$ cat src/rtl/bounce_gen.sv
// bounce_gen
//   Switch-bounce emulator. A clean, synchronous commanded level `in` is
//   turned into a chattering pin `out`. The chatter lasts a fixed window of
//   BOUNCE_TIME cycles and is driven by a seedable 16-bit Galois LFSR, so
//   the bounce pattern is identical on every run. At the end of the window
//   the pin settles to the commanded level.
//
// Parameters
//   BOUNCE_TIME : bounce window length in clock cycles (2..65535)
//   MAX_GLITCH  : longest single bounce segment in cycles (power of 2, 1..16)
//   SEED        : LFSR reset value (nonzero)
//
// Ports
//   clk      in   system clock, all logic on the rising edge
//   rst      in   synchronous, active-high reset
//   in       in   commanded clean level, already synchronous to clk
//   out      out  bouncy emulated pin
//   busy     out  high while a bounce window is in progress
//   edge_cnt out  transitions of `out` in the current or last window,
//                 saturating at 255
module bounce_gen #(
  parameter int unsigned BOUNCE_TIME = 16,
  parameter int unsigned MAX_GLITCH  = 4,
  parameter logic [15:0] SEED        = 16'hACE1
) (
  input  logic       clk,
  input  logic       rst,
  input  logic       in,
  output logic       out,
  output logic       busy,
  output logic [7:0] edge_cnt
);

  typedef enum logic {
    IDLE,
    BOUNCE
  } state_t;

  localparam logic [15:0] LFSR_MASK   = 16'hB400;
  localparam logic [15:0] WINDOW_LAST = 16'(BOUNCE_TIME - 1);
  localparam logic [4:0]  GLITCH_MASK = 5'(MAX_GLITCH - 1);

  state_t      state_q, state_d;
  logic        target_q, target_d;
  logic [15:0] cnt_q, cnt_d;
  logic [4:0]  seg_q, seg_d;
  logic [15:0] lfsr_q, lfsr_d;
  logic        out_q, out_d;
  logic        busy_q, busy_d;
  logic [7:0]  edge_q, edge_d;

  logic [15:0] lfsr_next;
  logic [4:0]  seg_len;
  logic [7:0]  edge_inc;

  // Galois step: shift right and fold the mask back in whenever a 1 falls
  // out of bit 0. The segment length is taken from the pre-advance value so
  // the pattern lines up with the register contents of the same cycle.
  always_comb begin
    lfsr_next = lfsr_q >> 1;
    if (lfsr_q[0]) begin
      lfsr_next = (lfsr_q >> 1) ^ LFSR_MASK;
    end
    seg_len  = ({1'b0, lfsr_q[3:0]} & GLITCH_MASK) + 5'd1;
    edge_inc = (edge_q == 8'hFF) ? edge_q : edge_q + 8'd1;
  end

  // Next-state logic. In IDLE a mismatch between `in` and the pin opens a
  // window with an immediate first toggle. In BOUNCE `in` is ignored; the
  // window counter runs down and the segment counter decides when the pin
  // flips. On the last window cycle the pin is forced to the latched
  // target, which only counts as an edge if it really changes the pin.
  always_comb begin
    state_d  = state_q;
    target_d = target_q;
    cnt_d    = cnt_q;
    seg_d    = seg_q;
    lfsr_d   = lfsr_next;
    out_d    = out_q;
    edge_d   = edge_q;

    case (state_q)
      IDLE: begin
        if (in != out_q) begin
          state_d  = BOUNCE;
          target_d = in;
          out_d    = ~out_q;
          cnt_d    = WINDOW_LAST;
          seg_d    = seg_len;
          edge_d   = 8'd1;
        end
      end
      BOUNCE: begin
        if (cnt_q == 16'd0) begin
          state_d = IDLE;
          out_d   = target_q;
          if (out_q != target_q) begin
            edge_d = edge_inc;
          end
        end else begin
          cnt_d = cnt_q - 16'd1;
          if (seg_q == 5'd1) begin
            out_d  = ~out_q;
            edge_d = edge_inc;
            seg_d  = seg_len;
          end else begin
            seg_d = seg_q - 5'd1;
          end
        end
      end
      default: begin
        state_d = IDLE;
      end
    endcase

    busy_d = (state_d == BOUNCE);
  end

  // All state, including the registered outputs, updates here. Reset wins
  // over everything, so a reset in the middle of a window aborts it.
  always_ff @(posedge clk) begin
    if (rst) begin
      state_q  <= IDLE;
      target_q <= 1'b0;
      cnt_q    <= 16'd0;
      seg_q    <= 5'd0;
      lfsr_q   <= SEED;
      out_q    <= 1'b0;
      busy_q   <= 1'b0;
      edge_q   <= 8'd0;
    end else begin
      state_q  <= state_d;
      target_q <= target_d;
      cnt_q    <= cnt_d;
      seg_q    <= seg_d;
      lfsr_q   <= lfsr_d;
      out_q    <= out_d;
      busy_q   <= busy_d;
      edge_q   <= edge_d;
    end
  end

  assign out      = out_q;
  assign busy     = busy_q;
  assign edge_cnt = edge_q;

endmodule

$ cat config.mk
export PLATFORM = sky130hd
export DESIGN_NAME = bounce_gen
export DESIGN_NICKNAME = d
export VERILOG_FILES = /design/src/rtl/bounce_gen.sv
export SDC_FILE = /design/constraint.sdc
export NUM_CORES = 1
export LEC_CHECK = 0
export CAP_MARGIN = 20
export CELL_PAD_IN_SITES_DETAIL_PLACEMENT = 0
export CELL_PAD_IN_SITES_GLOBAL_PLACEMENT = 2
export CORE_UTILIZATION = 39
export DETAILED_ROUTE_END_ITERATION = 8
export PLACE_DENSITY_LB_ADDON = 0.1
export SLEW_MARGIN = 15
export SYNTH_ARGS = -nofsm -noshare
export SYNTH_HDL_FRONTEND = slang
export SYNTH_SLANG_ARGS = --single-unit
$ cat constraint.sdc
create_clock -name clk -period 4.2 [get_ports clk]
set_input_delay 1.26 -clock clk [delete_from_list [all_inputs] [get_ports clk]]
set_output_delay 1.26 -clock clk [all_outputs]
set_load 0.02 [all_outputs]
* After elaboration in Yosys (flattened, before gate mapping) *
Cells that the tools add are included.

word-level totals
  flip-flop bits (word level) = 48
  bits of input ports = 3
  output and inout bits = 10
  logic and storage cells = 48

cells by class
  $add $sub $neg = 4
  equal/unequal tests = 8
  muxes and demuxes = 21
  bitwise logic cells = 3
  reduce and logical (&&, ||, !) cells = 5

operators with widths
  cell                                                 count
  2-to-1 mux 16 bit                                    3
  2-to-1 mux 8 bit                                     5
  case mux 16 bit (2 select lines)                     1
  zero test 16 bit                                     1
  case mux 8 bit (2 select lines)                      1
  subtractor 16 x 1 -> 16 bit, second input constant   1
  2-to-1 mux 5 bit                                     3
  case mux 5 bit (2 select lines)                      1
  adder 8 x 1 -> 8 bit, second input constant          1
  equality test 8 bit, second input constant           1
  AND reduction 2 bit                                  3
  equality test 5 x 1 -> 1 bit, second input constant  1
  2-to-1 mux 1 bit                                     5
  subtractor 5 x 1 -> 5 bit, second input constant     1
  != test 2 bit, second input constant                 2
  NOT 3 -> 4 bit                                       1
  case mux 1 bit (2 select lines)                      2
  adder 2 x 1 -> 3 bit, second input constant          1
  != test 3 x 1 -> 1 bit, second input constant        1
  != test 3 x 2 -> 1 bit, second input constant        1
  AND reduction 3 bit                                  1
  != test 1 bit                                        2
  NOT 1 bit                                            2

* Logic depth before layout (Yosys ltp) *
Gate-level depths: netlist (run 1).

  depth in word-level cells = 5
  mapped depth = 7
  depth with buffers taken out = 7

* Worst setup path before layout (run 1) *
Ideal clock, no wire load.

  path kind = input to register
  start point = input in
  end point = register edge_q[6] (netlist: edge_cnt[6])
  setup time = 60 ps
  data arrival time = 2368 ps
  data required time = 4140 ps
  slack = 1771 ps
  stages = 5
  path buffers = 0
  path through = xor2_1 -> nand2_1 -> nand2_1 -> or4_1 -> nand2_1

between the ends
  longest elaborated chain between the ends = 3

ends and longest elaborated chain
  item                                  RTL line  text
  from (decl)                           28        input logic in,
  != test 1 bit                         84        if (in != out_q) begin
  != test 2 bit (no source line)        n/a
  AND reduction 3 bit (no source line)  n/a
  to (signal assigned)                  139       edge_q <= edge_d;
  to (decl)                             50        logic [7:0] edge_q, edge_d;

No other way between the ends.
A chain may end at the register's enable or synchronous reset.

* Final worst setup path (run 1) *
  start point = input in
  end point = register edge_q[4] (netlist: edge_cnt[4])

The elaborated chain is that of the path after synthesis.

==> metrics, run 1 <==
placed wire-length estimate 3730 um; CP Class primary input to register; CP peak stage delay 560 ps; Sink Count 48; Setup Viol. Count Final 0; worst path required time 4450 ps; vias in the first global route 1792; largest net degree at the start of global routing 28; GPL Wtd Cong 0.756; ratio of cells with drive above 1 in the final layout 11.4%; P&R area growth vs syn 13.8%; core area 5570 sq um; Max clock buf depth 2; most used cell, CP nand2_1; Synth top cells by count dfxtp_1, nor2_1, nand2_1; Syn Std Cell Area 2300 sq um; HP Class register to register; Avg Synthesized Cell Area 8.93 sq um; Synthesized Nets 265; CP startpoint kind primary input; DR DRC count 0; CP max-delay cell or4_1; final hold vios 0; Setup Skew 4.85 ps; crit path DAT 3200 ps; CP bufs+invs 1; TNS Setup 0 ps; Ys Warns 0; CTS tree built; leakage power 0.941 nW; area leader, netlist dfxtp_1; period utilization 70.2%; fin crit period 2950 ps; Cell variety after synth 51; Die ar. 6200 sq um; first-pass GRT wire length 8950 um; # H-tree levels 2; GRT overflow 0; largest cells by area after synthesis dfxtp_1, nor2_1, nand2_1; mean routed wirelength per cell 15.0 um; wirelength, routed 5190 um; top-count cell post-synth dfxtp_1; share of the synthesized area in the top cell type 41.9%; Port Buffer Count 12; initial antenna violation count 0; Slew @ Worst Pin 899 ps; register area share after synthesis 41.9%; nets@finish 280; via count 1906; achievable clock frequency 339 MHz; Post-CTS Setup Bufs 0; hold_buf cts 0; later-pin clock latency in the skew report 300 ps; worst path cell trace clkdlybuf4s50_1, xor2_1, nand2_1, nand2_1, or4_1, nand2_1; total power 1.90 mW; Vias/cell 5.52; synthesis-stage register bit count 48; maximum VDD drop 0.000282 V; Iteration-0 DRC Markers 123; Resize count post-CTS 0; GR Util All Layers 18.8%; # IOs 13; DRT Pass-1 Iters 4; Die Y-Extent 78.7 um; status finished clean; number of diodes 0; Die W 78.7 um; Main synth FF type dfxtp_1; P per Cell Area 727 nW/um^2; Synth async-reset ratio 0%; Worst Path Max Fanout 10; Site Rows 27; Gate Count Post-Synth 257; unrepaired setup endpoints after global routing no; Largest delay share family, worst path simple AND/OR/NAND/NOR gates; Slew Viols, Final 0; DRT antenna net count 0; root buffer cell clkbuf_8; total CTS buffers 5; Post-synth EDFFs 0; Starting Density 41.2%; slew margin rel. 40.1%; clk slew on worst S/H paths 90 ps; Worst setup EP type register; final-layout fill cell count 563; max cap viols 0
[metal layers]
layer	GRT usage [%]	part of all wire, %
met3	4.14	3.4
met4	6.11	0.60
met1	26.2	51
met5	0	0
met2	28.6	45
[cell usage in the layout (no fill, tap or decap), drive strengths merged, types with 4 or more instances in the layout]
master | Yosys | routed
dfxtp | 48 | 48
nor2 | 26 | 26
nand2 | 23 | 23
a21oi | 16 | 16
clkdlybuf4s50 | 0 | 12
xnor2 | 9 | 9
nand3 | 9 | 9
or2 | 9 | 9
nand4 | 8 | 8
nor3 | 8 | 8
inv | 7 | 7
o211ai | 7 | 7
or4 | 7 | 7
nor2b | 7 | 7
o31ai | 6 | 6
ha | 5 | 5
clkbuf | 4 | 5
o21ai | 5 | 5
mux2i | 4 | 4
or3 | 4 | 4
mux2 | 4 | 4
[power breakdown]
| group | internal (mW) | leakage (nW) | switching [mW] |
|---|---|---|---|
| Clock | 0.179 | 0.0583 | 0.162 |
| Combinational | 0.349 | 0.488 | 0.540 |
| Sequential | 0.554 | 0.395 | 0.116 |
[cell families after synthesis]
| family | count (synthesis) | share of synthesized area (%) |
|---|---|---|
| AOI/OAI and AO/OA | 56 | 17.4 |
| xor gates and xnor gates | 12 | 4.58 |
| adders and majority gates | 5 | 2.72 |
| buffers and inverters | 14 | 2.40 |
| DFF | 48 | 41.9 |
| muxes | 8 | 3.71 |
| and+or+nand+nor | 114 | 27.3 |
[registers in the layout, indices dropped and copies added (netlist names)]
name      cells
out           1
seg_q         5
target_q      1
lfsr_q       16
cnt_q        16
edge_cnt      8
busy          1
[metrics by stage]
step	worst slack [ps]	area [sq um]	std cells	hold WS, ps	util, %
2_1_floorplan	1770	2300	257	389	-
5_1_grt	1140	2610	345	445	46.9
4_1_cts	1230	2610	345	429	46.9
3_5_place_dp	902	2500	337	396	44.8
6_report	1250	2610	345	424	46.9
3_3_place_gp	928	2500	337	401	44.8
[path summary, 6_finish.rpt]
check / startpoint / endpoint / slack (ps) / cells past startpoint
setup / recovery: in / edge_cnt[4] / 1250 / 6
hold / removal: lfsr_q[7] / lfsr_q[6] / 420 / 1
setup reg to reg: seg_q[0] / edge_cnt[2] / 2040 / 6
hold reg to reg: lfsr_q[7] / lfsr_q[6] / 420 / 1
[area by class of cell]
type	count	area [sq um]	area share, %
timing repair buffer	14	135	5.17
clock buffer	5	68.8	2.63
sequential	48	961	36.8
multi-input combinational	195	1280	49.0
tap	72	90.1	3.45
clock inverter	3	47.5	1.82
inverter	8	30.0	1.15
No activity file was read; power rests on OpenSTA's default activity.
==> run 2: changes to the inputs <==
--- a/config.mk
+++ b/config.mk
@@ -8,7 +8,7 @@
 export CAP_MARGIN = 20
 export CELL_PAD_IN_SITES_DETAIL_PLACEMENT = 0
 export CELL_PAD_IN_SITES_GLOBAL_PLACEMENT = 2
-export CORE_UTILIZATION = 39
+export CORE_UTILIZATION = 33
 export DETAILED_ROUTE_END_ITERATION = 8
 export PLACE_DENSITY_LB_ADDON = 0.1
 export SLEW_MARGIN = 15
==> constraint.sdc (replaced) <==
create_clock -name clk -period 2.4 [get_ports clk]
set_input_delay 0.72 -clock clk [delete_from_list [all_inputs] [get_ports clk]]
set_output_delay 0.72 -clock clk [all_outputs]
set_load 0.02 [all_outputs]
==> run 2 against run 1 <==
- clock-buffer cell count unchanged
- final area up 3.8%
- worst setup slack worse by 1100 ps
- register-to-register slack worse by 1800 ps
- non-clock buffer count up 12
- hold slack worse by 5.3 ps
- combinational power up 93%
- clock skew up 3.9 ps
- sequential power up 76%
- die area up 18%
- global-route usage down 2.4 points
- critical path depth down 4
- critical path type is now register to primary output
==> metrics, run 2 (same netlist as run 1, synthesis figures left out) <==
DR DRC count 0; nets@finish 292; commonest non-fill, non-tap cell in the layout dfxtp_1; later-pin clock latency in the skew report 310 ps; Slew @ Worst Pin 457 ps; Setup Viol. Count Final 0; # H-tree levels 2; Post-CTS Setup Bufs 0; R2R Setup Slk 280 ps; first-pass GRT wire length 9390 um; reg2reg start cnt_q[0]; placed wire-length estimate 4050 um; crit path from busy; Slew Viols, Final 0; hold_buf cts 0; Finished Cell Area 2710 sq um; area occupied by multi-input gates 1280 sq um; Sink Count 48; crit path to busy; total CTS buffers 5; final-layout fill cell count 716; sequential cell area 961 sq um; root buffer cell clkbuf_8; Worst Path Max Fanout 15; period utilization 92.5%; Vias/cell 5.26; wirelength, routed 5510 um; unrepaired setup endpoints after global routing no; GPL Wtd Cong 0.725; setup slack after layout 181 ps; P per Cell Area 1290 nW/um^2; HP Class register to register; ratio of cells with drive above 1 in the final layout 15.1%; worst path required time 1680 ps; Site Rows 30; via count 1919; commonest cells after routing, fill and taps aside dfxtp_1, nor2_1, nand2_1; DRT Pass-1 Iters 4; Iteration-0 DRC Markers 90; fin crit period 2220 ps; initial antenna violation count 0; max cap viols 0; P&R area growth vs syn 18.1%; status finished clean; largest net degree at the start of global routing 17; Starting Density 34.0%; DR WL met3 149 um; slew margin rel. 69.5%; Worst setup EP type primary output; fin util 40.1%; final hold vios 0; Max clock buf depth 2; crit path DAT 1500 ps; CP Class register to primary output; maximum VDD drop 0.000419 V; mean routed wirelength per cell 15.1 um; CTS tree built; DRT met1 WL 2880 um; GRT overflow 0; RR Endpoint edge_cnt[2]; Port Buffer Count 12; worst hold margin 418 ps; length of routed met2 wiring 2430 um; Resize count post-CTS 0; GR Util All Layers 16.4%; DRT antenna net count 0; leakage power 0.995 nW; area post-placement 2600 sq um; number of diodes 0; Die ar. 7290 sq um; Die W 85.4 um; # IOs 13; Worst Reg-to-Reg Cells 6; dpl cells 357; DP Worst Slack -8.33 ps; achievable clock frequency 451 MHz; Setup Skew 8.79 ps; CP startpoint kind register; core area 6760 sq um; Final Non-Filler Cells 365; Die Y-Extent 85.4 um; clk slew on worst S/H paths 90 ps; top sig layer met4; vias in the first global route 1819
run 2: per-stage QoR:
| stage | total power, mW | TNS [ps] |
|---|---|---|
| CTS | 3.52 | 0 |
| global route | 3.79 | 0 |
| detailed placement | 2.91 | -14.2 |
| finish | 3.49 | 0 |
| global placement | 2.93 | 0 |
| floorplan | 2.34 | 0 |
run 2: routing by layer:
metal	vias up	global-route usage, %
met3	4	2.92
met2	28	25.3
li1	995	-
met5	-	0
met1	892	23.6
met4	0	4.24
run 2: worst max-delay path: stages, from the launching register on:
cell and delay, ps:
dfxtp_1 340, buf_4 230, clkdlybuf4s50_1 640
run 2: worst min-delay path by stage:
| stage | slack, ps | cells past startpoint | from | end |
|---|---|---|---|---|
| 2_1_floorplan | 390 | 1 | lfsr_q[12] | lfsr_q[11] |
| 3_3_place_gp | 390 | 1 | lfsr_q[12] | lfsr_q[11] |
| 3_5_place_dp | 400 | 1 | lfsr_q[7] | lfsr_q[6] |
| 4_1_cts | 430 | 1 | lfsr_q[12] | lfsr_q[11] |
| 5_1_grt | 430 | 1 | lfsr_q[7] | lfsr_q[6] |
| 6_report | 420 | 1 | lfsr_q[12] | lfsr_q[11] |
run 2: where the power goes:
part / internal, mW / total (mW) / switching, mW
sequential: 0.969 / 1.18 / 0.208
combinational: 0.720 / 1.71 / 0.985
clock: 0.314 / 0.604 / 0.290
total: 2.00 / 3.49 / 1.48
run 2: cell type report:
class	instances	share of cell area, %
Clock buffer	5	2.54
Clock inverter	3	1.71
Inverter	8	1.11
Multi-Input combinational cell	195	47.2
Sequential cell	48	35.4
Tap cell	80	3.69
Timing Repair Buffer	26	8.31
==> run 3: changes to the inputs <==
--- a/config.mk
+++ b/config.mk
@@ -11,6 +11,7 @@
 export CORE_UTILIZATION = 33
 export DETAILED_ROUTE_END_ITERATION = 8
 export PLACE_DENSITY_LB_ADDON = 0.1
+export SKIP_LAST_GASP = 1
 export SLEW_MARGIN = 15
 export SYNTH_ARGS = -nofsm -noshare
 export SYNTH_HDL_FRONTEND = slang
==> results of run 3 <==
The final DEF is identical to that of run 2; final timing and power are the same.
